### config.mk
export PLATFORM = sky130hd
export DESIGN_NAME = hwag_angle_channel
export DESIGN_NICKNAME = d
export VERILOG_FILES = /design/src/rtl/hwag_angle_channel.sv
export SDC_FILE = /design/constraint.sdc
export NUM_CORES = 1
export LEC_CHECK = 0
export CORE_ASPECT_RATIO = 0.8
export CORE_MARGIN = 2
export CORE_UTILIZATION = 57
export CTS_CLUSTER_SIZE = 8
export DETAILED_ROUTE_END_ITERATION = 12
export PLACE_DENSITY = 0.89
export RECOVER_POWER = 100
export SYNTH_ARGS = -nofsm -noshare
export SYNTH_HDL_FRONTEND = slang
export SYNTH_SLANG_ARGS = --single-unit
### constraint.sdc
create_clock -name clk -period 8.8 [get_ports clk]
set_input_delay 2.64 -clock clk [delete_from_list [all_inputs] [get_ports clk]]
set_output_delay 2.64 -clock clk [all_outputs]
set_load 0.005 [all_outputs]
### src/rtl/hwag_angle_channel.sv
// Angle-driven output channel: drives `out` high between a programmed set
// angle and reset angle of the synchronised angle count, with an optional
// on-time limit. Angle pairs are double-buffered and only become active in
// IDLE or on the wrapping step while ARMED.
module hwag_angle_channel #(
  parameter int ANGLE_WIDTH = 24,
  parameter int ANGLE_TOP   = 3839,
  parameter int ONCNT_WIDTH = 24
) (
  input  logic                   clk,
  input  logic                   rst,
  input  logic                   hwag_start,
  input  logic [ANGLE_WIDTH-1:0] acnt,
  input  logic                   ena,
  input  logic                   wr,
  input  logic [ANGLE_WIDTH-1:0] wr_set,
  input  logic [ANGLE_WIDTH-1:0] wr_rst,
  input  logic [ONCNT_WIDTH-1:0] max_on,
  input  logic                   flag_clr,
  output logic                   out,
  output logic                   busy,
  output logic                   flag_tmo,
  output logic                   flag_miss
);

  localparam logic [1:0] S_IDLE  = 2'd0;
  localparam logic [1:0] S_ARMED = 2'd1;
  localparam logic [1:0] S_ON    = 2'd2;

  localparam logic [ANGLE_WIDTH-1:0] TOP = ANGLE_WIDTH'(ANGLE_TOP);
  localparam logic [ONCNT_WIDTH-1:0] ONE = ONCNT_WIDTH'(1);

  logic [1:0]             state_q,     state_d;
  logic                   out_q,       out_d;
  logic                   tmo_q,       tmo_d;
  logic                   miss_q,      miss_d;
  logic [ANGLE_WIDTH-1:0] act_set_q,   act_set_d;
  logic [ANGLE_WIDTH-1:0] act_rst_q,   act_rst_d;
  logic [ANGLE_WIDTH-1:0] pend_set_q,  pend_set_d;
  logic [ANGLE_WIDTH-1:0] pend_rst_q,  pend_rst_d;
  logic                   pend_vld_q,  pend_vld_d;
  logic [ANGLE_WIDTH-1:0] prev_acnt_q, prev_acnt_d;
  logic                   start_prev_q, start_prev_d;
  logic [ONCNT_WIDTH-1:0] oncnt_q,     oncnt_d;

  logic step, wrap, cross_set, cross_rst, xfer, tmo_hit, tmo_set, miss_set;

  // Half-open interval (p, c] modulo ANGLE_TOP+1. In the wrapping case the
  // upper part is bounded by TOP so out-of-range angles are never crossed.
  function automatic logic crossed(input logic [ANGLE_WIDTH-1:0] t,
                                   input logic [ANGLE_WIDTH-1:0] p,
                                   input logic [ANGLE_WIDTH-1:0] c);
    if (c > p) crossed = (t > p) && (t <= c);
    else       crossed = ((t > p) && (t <= TOP)) || (t <= c);
  endfunction

  // Step detection, crossing decode, shadow transfer, FSM and flag updates
  always_comb begin
    step      = hwag_start && start_prev_q && (acnt != prev_acnt_q);
    wrap      = acnt < prev_acnt_q;
    cross_set = step && crossed(act_set_q, prev_acnt_q, acnt);
    cross_rst = step && crossed(act_rst_q, prev_acnt_q, acnt);
    tmo_hit   = (max_on != '0) && (oncnt_q == (max_on - ONE));
    xfer      = pend_vld_q && ((state_q == S_IDLE) ||
                               ((state_q == S_ARMED) && step && wrap));

    state_d      = state_q;
    act_set_d    = act_set_q;
    act_rst_d    = act_rst_q;
    pend_set_d   = pend_set_q;
    pend_rst_d   = pend_rst_q;
    pend_vld_d   = pend_vld_q;
    prev_acnt_d  = hwag_start ? acnt : prev_acnt_q;
    start_prev_d = hwag_start;
    tmo_set      = 1'b0;
    miss_set     = 1'b0;

    // On-time counter runs only in ON and saturates
    oncnt_d = oncnt_q;
    if ((state_q == S_ON) && (oncnt_q != '1)) oncnt_d = oncnt_q + ONE;

    // Transfer consumes the old pending pair before a same-cycle write refills it
    if (xfer) begin
      act_set_d  = pend_set_q;
      act_rst_d  = pend_rst_q;
      pend_vld_d = 1'b0;
    end
    if (wr) begin
      pend_set_d = wr_set;
      pend_rst_d = wr_rst;
      pend_vld_d = 1'b1;
    end

    if (!ena || !hwag_start) begin
      state_d = S_IDLE;
    end else begin
      case (state_q)
        S_IDLE:  state_d = S_ARMED;
        S_ARMED: begin
          if (cross_set && cross_rst) begin
            miss_set = 1'b1;
          end else if (cross_set) begin
            state_d = S_ON;
            oncnt_d = '0;
          end
        end
        S_ON: begin
          if (cross_rst) begin
            state_d = S_ARMED;
          end else if (tmo_hit) begin
            state_d = S_ARMED;
            tmo_set = 1'b1;
          end
        end
        default: state_d = S_IDLE;
      endcase
    end

    out_d  = (state_d == S_ON);
    tmo_d  = (tmo_q  && !flag_clr) || tmo_set;
    miss_d = (miss_q && !flag_clr) || miss_set;
  end

  // State and datapath registers with synchronous reset
  always_ff @(posedge clk) begin
    if (rst) begin
      state_q      <= S_IDLE;
      out_q        <= 1'b0;
      tmo_q        <= 1'b0;
      miss_q       <= 1'b0;
      act_set_q    <= '0;
      act_rst_q    <= '0;
      pend_set_q   <= '0;
      pend_rst_q   <= '0;
      pend_vld_q   <= 1'b0;
      prev_acnt_q  <= '0;
      start_prev_q <= 1'b0;
      oncnt_q      <= '0;
    end else begin
      state_q      <= state_d;
      out_q        <= out_d;
      tmo_q        <= tmo_d;
      miss_q       <= miss_d;
      act_set_q    <= act_set_d;
      act_rst_q    <= act_rst_d;
      pend_set_q   <= pend_set_d;
      pend_rst_q   <= pend_rst_d;
      pend_vld_q   <= pend_vld_d;
      prev_acnt_q  <= prev_acnt_d;
      start_prev_q <= start_prev_d;
      oncnt_q      <= oncnt_d;
    end
  end

  assign out       = out_q;
  assign busy      = (state_q == S_ON);
  assign flag_tmo  = tmo_q;
  assign flag_miss = miss_q;

endmodule

==> results of run 1 <==
[cells in the final DEF, fill, tap and decap left out, drive strengths merged, types with 3 or more instances in the layout]
| master | Yosys | layout |
|---|---|---|
| o31a | 5 | 5 |
| clkdlybuf4s50 | 0 | 98 |
| o21ai | 20 | 20 |
| and3 | 6 | 6 |
| nor3 | 40 | 40 |
| o211ai | 8 | 8 |
| a21oi | 55 | 55 |
| a21boi | 6 | 6 |
| nor4 | 20 | 20 |
| dfxtp | 151 | 151 |
| or4 | 7 | 7 |
| nor2 | 151 | 151 |
| o31ai | 4 | 4 |
| xor2 | 26 | 26 |
| nand4 | 39 | 39 |
| inv | 57 | 63 |
| dlygate4sd3 | 0 | 5 |
| a31oi | 3 | 3 |
| a2111oi | 5 | 5 |
| o21a | 3 | 3 |
| mux2i | 122 | 122 |
| nor2b | 8 | 8 |
| a21o | 6 | 6 |
| and4 | 4 | 4 |
| clkbuf | 20 | 23 |
| a211oi | 6 | 6 |
| nand2 | 45 | 45 |
| nand3 | 27 | 27 |
| buf | 16 | 3 |
| xnor2 | 21 | 21 |
| a221oi | 3 | 3 |
| or2 | 3 | 3 |
| clkinvlp | 0 | 3 |
| ha | 122 | 122 |
[metal layers]
| layer | track usage, % | share of wire, % |
|---|---|---|
| met1 | 38.2 | 45 |
| met2 | 43.7 | 44 |
| met3 | 5.89 | 8.3 |
| met4 | 10.4 | 3.0 |
| met5 | 0 | 0 |
[final timing paths]
kind / endpoint / slack [ns] / cells after the start
setup / recovery: act_rst_q[4]$_SDFFE_PP0P_ / 1.84 / 8
hold / removal: flag_tmo$_SDFF_PP0_ / 0.44 / 2
setup reg to reg: oncnt_q[15]$_SDFF_PP0_ / 4.30 / 11
hold reg to reg: flag_tmo$_SDFF_PP0_ / 0.44 / 2
[state kept, by name, indices dropped and copies added, names as in the netlist]
register      count
pend_set_q       24
pend_vld_q        1
act_set_q        24
out               1
flag_tmo          1
pend_rst_q       24
prev_acnt_q      24
flag_miss         1
start_prev_q      1
state_q           2
act_rst_q        24
oncnt_q          24
[synthesized netlist by cell type (all sizes together), types with 5 or more instances]
library cell and n:
nor2 151, dfxtp 151, mux2i 122, inv 57, and3 6, o31a 5, nand2 45, clkbuf 20
o21ai 20, o211ai 8, a211oi 6, xnor2 21, nor4 20, or4 7, a21oi 55, nor2b 8
a2111oi 5, buf 16, ha 122, a21o 6, a21boi 6, nand3 27, xor2 26, nor3 40
nand4 39
[tightest hold or removal path, delay by kind of cell (launching register included)]
kind             cells  cell delay (ns)
DFF                  1             0.31
and+or+nand+nor      2             0.09
[metrics by stage]
step | power [mW] | hold WS, ns
floorplan | 0.901 | 0.434
global placement | 0.994 | 0.440
detailed placement | 1.01 | 0.440
CTS | 1.75 | 0.448
global route | 1.82 | 0.479
finish | 1.76 | 0.439
[report_power, final]
part | internal (mW) | switching, mW
Combinational | 0.130 | 0.141
Sequential | 0.710 | 0.0211
Clock | 0.442 | 0.312
[area by class of cell]
class / count / area [um^2] / area share [%]
multi-input cells: 791 / 5830 / 52.9
repair buffers: 110 / 1070 / 9.69
flip-flops and latches: 151 / 3020 / 27.4
clock buffers: 19 / 453 / 4.11
clock inverters: 13 / 160 / 1.45
well taps: 215 / 269 / 2.44
inverters: 57 / 214 / 1.94
[logic make-up (layout without fill, tap and decap cells)]
logic type	after synthesis	after routing	synth area share (%)
AND/OR/NAND/NOR	363	363	19.3
flip-flops	151	151	32.7
AO/OA/AOI/OAI	137	137	9.72
adder cells (fa/ha/maj)	122	122	16.5
multiplexers	122	122	13.2
buffers and inverters	93	199	4.10
XOR/XNOR	47	47	4.45
==> flow_summary.json, run 1 <==
{
  "period_needed_ns": 6.96,
  "coreArea_um2": 15800,
  "drtIter0Drc": 709,
  "ctsHtreeMaxLevel": 4,
  "cp-start-kind": "primary input",
  "final_util_pct": 69.7,
  "place.gp.congestion": 0.989,
  "hold_path.class": "reg2reg",
  "hp-start": "flag_tmo$_SDFF_PP0_",
  "yosys.area.top_type_share_pct": 32.7,
  "yosysWarnings": 0,
  "grt_first_pass_wirelength_mm": 39.1,
  "crit_family": "buffers and inverters",
  "clock-root-buffer": "clkbuf_16",
  "ios": 106,
  "dpl_cell_area_um2": 10400,
  "path_max_fanout": 48,
  "cp.required_ns": 9.08,
  "fin_nets": 1352,
  "synthArstFlopShare_pct": 0,
  "irDropWorstVdd_v": 0.000170,
  "outcome": "finished, violations left",
  "worst_slack_ns": 1.84,
  "cp.arrival_ns": 7.24,
  "die_w_um": 146,
  "cpPeakStageDelay_ns": 1.57,
  "crit_path_start": "hwag_start",
  "dp.final_hpwl_mm": 17.8,
  "drc": 0,
  "post-place-ws_ns": 2.65,
  "path_clk_slew_ns": 0.06,
  "cp_num_buf_inv": 3,
  "ys_ff_latch": 151,
  "yosysTopAreaCell": "dfxtp_1",
  "violations": "capacitance limit, slew limit",
  "place.port_buffers": 105,
  "final_area_um2": 11000,
  "syn_inst": 1035,
  "holdBufCountCts": 0,
  "areaGrowthSynthToFinish_pct": 19.2,
  "clock_path_buffers": 2,
  "setup_violations": 0,
  "synth_nets": 1259,
  "critPathMostFrequentCell": "nor2_1",
  "report.final.slew_viol_count": 128,
  "r2r-start": "prev_acnt_q[22]$_SDFFE_PP0P_",
  "cap_violations": 3,
  "powerDensity_nw_per_um2": 159,
  "wl_per_cell_um": 17.7,
  "grt_pass1_vias": 7899,
  "viasPerCell": 6.00,
  "place_inst": 1324,
  "slowest_stage": "clkbuf_1",
  "ys.flop_type": "dfxtp_1",
  "antenna_found_initial": 0,
  "drtAntennaViolNets": 0,
  "ys_seq_area_share_pct": 32.7,
  "max_slew_margin_pct": -135,
  "hold_viol": 0,
  "row_count": 41,
  "cts-resized-gates": 0,
  "cts_tree": "yes",
  "post-route-period-util_pct": 79.1,
  "cts_buffers": 17,
  "grt_max_degree": 87,
  "synthTopCellsByArea": "dfxtp_1 (33%), ha_1 (17%), mux2i_1 (13%)",
  "leakagePower_nw": 4.93,
  "synth.distinct_cells": 60,
  "antenna_cells": 0,
  "firstDrtPassIters": 9,
  "worst_pin_slew_ns": 3.52,
  "fp.dieH_um": 118,
  "fillers": 1225,
  "synth_edf_count": 0,
  "grt.overflow.total": 0,
  "initial_core_util_pct": 58.5,
  "cts_sinks": 151,
  "end_kind": "flip-flop",
  "clock.fmax_mhz": 144,
  "cts_setup_buffers": 0,
  "syn_avg_cell_area_um2": 8.93,
  "synth_area_um2": 9250,
  "clkLatencyLatePin_ns": 0.43,
  "rsz0062_at_grt": "false",
  "totalWireLength_mm": 24.0,
  "drive_gt1_share_pct": 4.29,
  "dieArea_um2": 17300,
  "path_cells": "dlygate4sd3_1 -> clkbuf_1 -> nand3_1 -> nor2_1 -> o211ai_1 -> clkbuf_2 -> mux2i_1 -> nor2_1",
  "finClkSkew_ns": 0.0125,
  "fin_setup_tns_ns": 0,
  "fin_cells": 1356,
  "track_usage_pct": 28.0,
  "via_count": 8135,
  "crit_type": "in2reg"
}
No activity file was read; power rests on OpenSTA's default activity.
==> inputs of run 2 (changes only) <==
Clock period 8.8 ns to 7 ns, I/O delays scaled along.
==> run 2 against run 1 <==
  * The run still ends with capacitance limit, slew limit left
  * Die area stayed put
  * Clock-buffer cell count is 2 lower
  * First-iteration DRC count is 19% lower
  * Highest routed layer unchanged
  * Critical path type unchanged
  * Global-route usage is 0.13 points higher
  * Worst setup slack worse by 0.81 ns
  * Via count is 0.41% lower
  * Total power is 23% higher
==> flow_summary.json, run 2 (synthesis gave the netlist of run 1 again) <==
{
  "outcome": "finished, violations left",
  "violations": "capacitance limit, slew limit",
  "cts_sinks": 151,
  "cap_violations": 4,
  "hold_path.class": "reg2reg",
  "end_kind": "flip-flop",
  "drtIter0Drc": 577,
  "finClkSkew_ns": 0.0129,
  "fp.dieH_um": 118,
  "leakagePower_nw": 4.91,
  "setup_violations": 0,
  "fin_setup_tns_ns": 0,
  "dieArea_um2": 17300,
  "post-route-period-util_pct": 85.3,
  "crit_family": "buffers and inverters",
  "cts-resized-gates": 0,
  "coreArea_um2": 15800,
  "m1WireLength_mm": 11.0,
  "firstDrtPassIters": 5,
  "route.met2.wl_mm": 10.6,
  "routed.top_layer": "met4",
  "initial_core_util_pct": 58.5,
  "slowest_stage": "clkbuf_2",
  "hold_viol": 0,
  "holdBufCountCts": 0,
  "cp_num_buf_inv": 2,
  "period_needed_ns": 5.97,
  "report.final.slew_viol_count": 214,
  "worst_pin_slew_ns": 3.86,
  "path_clk_slew_ns": 0.06,
  "areaGrowthSynthToFinish_pct": 18.7,
  "antenna_found_initial": 0,
  "crit_type": "in2reg",
  "post-place-ws_ns": 1.35,
  "final_util_pct": 69.4,
  "grt.overflow.total": 0,
  "drc": 0,
  "grt_first_pass_wirelength_mm": 39.5,
  "cts_setup_buffers": 0,
  "final_cell_mix": "nor2_1 (151), dfxtp_1 (151), mux2i_1 (122), ha_1 (122), clkdlybuf4s50_1 (96)",
  "ios": 106,
  "die_w_um": 146,
  "place_inst": 1324,
  "clock_path_buffers": 2,
  "place.gp.congestion": 1.03,
  "cts_tree": "yes",
  "r2r-start": "prev_acnt_q[22]$_SDFFE_PP0P_",
  "irDropWorstVdd_v": 0.000178,
  "cp-start-kind": "primary input",
  "totalWireLength_mm": 24.1,
  "path_max_fanout": 48,
  "row_count": 41,
  "grt_pass1_vias": 7901,
  "cpPeakStageDelay_ns": 1.20,
  "clock-root-buffer": "clkbuf_16",
  "path_cells": "dlygate4sd3_1 -> ha_1 -> nand4_1 -> nor4_1 -> nand2_1 -> nand3_1 -> nor2_1 -> o211ai_1 -> clkbuf_2 -> mux2i_1 -> nor2_1",
  "wl_per_cell_um": 17.7,
  "rsz0062_at_grt": "false",
  "drtAntennaViolNets": 0,
  "critPathMostFrequentCell": "nor2_1",
  "cts_buffers": 17,
  "clkLatencyLatePin_ns": 0.44,
  "worst_slack_ns": 1.03,
  "dp.final_hpwl_mm": 18.2,
  "max_slew_margin_pct": -157,
  "place.port_buffers": 105,
  "hp-start": "flag_tmo$_SDFF_PP0_",
  "antenna_cells": 0,
  "track_usage_pct": 28.1,
  "clock.fmax_mhz": 168,
  "cp.arrival_ns": 6.12,
  "cp.required_ns": 7.15,
  "drive_gt1_share_pct": 4.21,
  "fin_cells": 1355,
  "powerDensity_nw_per_um2": 197,
  "ctsHtreeMaxLevel": 4,
  "crit_path_start": "acnt[23]",
  "dr_wl_met3_mm": 1.79,
  "via_count": 8102,
  "grt_max_degree": 93,
  "viasPerCell": 5.98,
  "fin_nets": 1352
}
[run 2: cell count changes in the layout (fill, tap and decap cells not counted), moves of 2 or more]
cell / previous run / this run
inv_6: 3 / 5
dlygate4sd3_1: 5 / 7
clkdlybuf4s50_1: 98 / 96
clkbuf_8: 2 / 0
clkinv_2: 0 / 2
[run 2: worst paths after layout]
path	slack [ns]	cells past startpoint	to
min reg2reg	0.45	2	flag_tmo$_SDFF_PP0_
min	0.45	2	flag_tmo$_SDFF_PP0_
max	1.03	11	act_rst_q[0]$_SDFFE_PP0P_
max reg2reg	2.88	11	act_rst_q[0]$_SDFFE_PP0P_
[run 2: metal layers]
metal,track usage [%],up-vias
met5,0,-
met4,9.53,0
met3,6.94,55
met2,44.4,312
met1,37.6,3806
li1,-,3929
[run 2: tightest hold or removal path: cells and delay by family (launching register included)]
kind / cells / cell delay [ns]
flip-flops: 1 / 0.32
AND/OR/NAND/NOR: 2 / 0.10
[run 2: layout make-up]
| type | instances | area, um^2 |
|---|---|---|
| clock inverter | 14 | 141 |
| multi-input combinational | 791 | 5830 |
| inverter | 57 | 214 |
| sequential | 151 | 3020 |
| fill | 1257 | 4830 |
| timing repair buffer | 110 | 1070 |
| tap | 215 | 269 |
| clock buffer | 17 | 425 |
[run 2: through the flow]
| step | total power, mW | instance area (um^2) | hold slack [ns] |
|---|---|---|---|
| floorplan | 1.13 | 9250 | 0.434 |
| finish | 2.16 | 11000 | 0.452 |
| CTS | 2.15 | 11000 | 0.456 |
| detailed placement | 1.26 | 10400 | 0.448 |
| global route | 2.24 | 11000 | 0.478 |
| global placement | 1.25 | 10400 | 0.429 |
[run 2: power by group]
part	internal, mW	switching (mW)
Sequential	0.892	0.0266
Combinational	0.164	0.178
Clock	0.498	0.399
==> inputs of run 3 (changes only) <==
Settings changed: CORE_MARGIN 2 to 1, CORE_UTILIZATION 57 to 40, GPL_ROUTABILITY_DRIVEN from default to 0, PLACE_DENSITY 0.89 to 0.68.
==> run 3 against run 2 <==
  * The flow still finishes with violations (capacitance limit, slew limit)
  * Clock power rose by 9.7%
  * Routed wire length fell by 1.7%
  * Worst setup slack improved by 0.061 ns
  * Largest cell class unchanged
  * Largest power group is now clock
==> flow_summary.json, run 3 (synthesis gave the netlist of run 1 again) <==
{
  "outcome": "finished, violations left",
  "violations": "capacitance limit, slew limit",
  "cts_buffers": 17,
  "dp.final_hpwl_mm": 18.1,
  "rsz0062_at_grt": "false",
  "p_int_mw": 1.64,
  "grt.overflow.total": 0,
  "ios": 106,
  "crit_family": "compound AO/OA/AOI/OAI gates",
  "final_cell_mix": "nor2_1 (151), dfxtp_1 (151), mux2i_1 (122), ha_1 (122), clkdlybuf4s50_1 (97)",
  "track_usage_pct": 20.4,
  "cts_sinks": 151,
  "fp.dieH_um": 138,
  "holdBufCountCts": 0,
  "initial_core_util_pct": 41.0,
  "pwr-share-seq_pct": 41.0,
  "powerDensity_nw_per_um2": 201,
  "r2r-start": "prev_acnt_q[22]$_SDFFE_PP0P_",
  "totalWireLength_mm": 23.6,
  "wl_per_cell_um": 16.3,
  "drive_gt1_share_pct": 4.47,
  "clkLatencyLatePin_ns": 0.43,
  "place.port_buffers": 105,
  "path_max_fanout": 13,
  "hold_path.class": "reg2reg",
  "leakagePower_nw": 4.95,
  "p_sw_mw": 0.601,
  "cp.arrival_ns": 6.18,
  "row_count": 49,
  "cts_setup_buffers": 0,
  "firstDrtPassIters": 5,
  "drc": 0,
  "cp_num_buf_inv": 2,
  "crit_path_start": "acnt[22]",
  "die_w_um": 172,
  "clock-root-buffer": "clkbuf_16",
  "slowest_stage": "a2111oi_0",
  "path_cells": "dlygate4sd3_1 -> ha_1 -> a21oi_1 -> a21boi_0 -> a2111oi_0 -> nand3_1 -> o2bb2ai_1 -> a2111oi_0 -> nor3b_2 -> buf_4 -> nor4_1",
  "critPathMostFrequentCell": "a2111oi_0",
  "cap_violations": 3,
  "clock_path_buffers": 2,
  "cp-start-kind": "primary input",
  "worst_pin_slew_ns": 3.59,
  "irDropWorstVdd_v": 0.000170,
  "pwr-share-clk_pct": 44.0,
  "report.final.slew_viol_count": 128,
  "setup_violations": 0,
  "cts-resized-gates": 0,
  "hold_viol": 0,
  "grt_max_degree": 94,
  "areaGrowthSynthToFinish_pct": 20.6,
  "post-route-period-util_pct": 84.4,
  "power_frac_comb_pct": 15.0,
  "max_slew_margin_pct": -140,
  "crit_type": "in2reg",
  "drtAntennaViolNets": 0,
  "fin_nets": 1351,
  "p_sw_share_pct": 26.9,
  "cp.required_ns": 7.28,
  "cts_tree": "yes",
  "coreArea_um2": 22600,
  "finClkSkew_ns": 0.00892,
  "period_needed_ns": 5.91,
  "grt_first_pass_wirelength_mm": 37.6,
  "path_clk_slew_ns": 0.07,
  "grt_pass1_vias": 7224,
  "dieArea_um2": 23700,
  "fin_setup_tns_ns": 0,
  "via_count": 7778,
  "end_kind": "flip-flop",
  "p_total_mw": 2.24,
  "viasPerCell": 5.37,
  "hp-start": "flag_tmo$_SDFF_PP0_",
  "drtIter0Drc": 384,
  "cpPeakStageDelay_ns": 0.73,
  "fillers": 2167,
  "antenna_found_initial": 3,
  "clock.fmax_mhz": 169,
  "ctsHtreeMaxLevel": 4
}
## run 3: cell count changes in the layout (fill, tap and decap cells not counted), sizes merged, moves of 2 or more
cell | before | now
inv | 65 | 62
bufinv | 1 | 3
clkinv | 3 | 5
diode | 0 | 2
dlygate4sd3 | 7 | 5
## run 3: final timing paths
check,to,slack (ns),cells after the start
max,oncnt_q[2]$_SDFF_PP0_,1.09,11
min,flag_tmo$_SDFF_PP0_,0.43,2
min reg2reg,flag_tmo$_SDFF_PP0_,0.43,2
max reg2reg,oncnt_q[2]$_SDFF_PP0_,2.98,11
## run 3: metal layers
metal / share of wire [%] / track usage, %
met1: 52 / 29.5
met4: 2.0 / 6.98
met3: 5.6 / 4.28
met2: 41 / 29.9
met5: 0.055 / 0
## run 3: power groups by stage
stage          combinational (mW)  sequential [mW]  clock (mW)
2_1_floorplan               0.208            0.925           0
3_3_place_gp                0.319            0.935           0
3_5_place_dp                0.328            0.936           0
4_1_cts                     0.331            0.917       0.998
5_1_grt                     0.374            0.921        1.04
6_report                    0.337            0.918       0.985
## run 3: area by class of cell
type / instances / area (um^2) / share of cell area, %
clock inverters: 14 / 193 / 1.73
inverters: 57 / 214 / 1.92
diodes: 2 / 5.00 / 0.0449
clock buffers: 18 / 439 / 3.94
repair buffers: 109 / 1060 / 9.51
well taps: 306 / 383 / 3.43
flip-flops and latches: 151 / 3020 / 27.1
multi-input cells: 791 / 5840 / 52.3
## run 3: per-stage QoR
step                setup WS (ns)  hold slack, ns  util, %  cell area [um^2]  cells
floorplan                    2.39           0.434        -              9250   1035
global placement            0.971           0.438     46.7             10500   1414
detailed placement          0.920           0.433     46.7             10500   1414
CTS                          1.37           0.442     49.5             11200   1446
global route                0.640           0.488     49.4             11200   1446
finish                       1.09           0.433     49.4             11200   1448
## run 3: tightest hold or removal path: stages (launching register included)
cell and delay, ns:
dfxtp_1 0.31, nand2_1 0.05, nand2_1 0.04
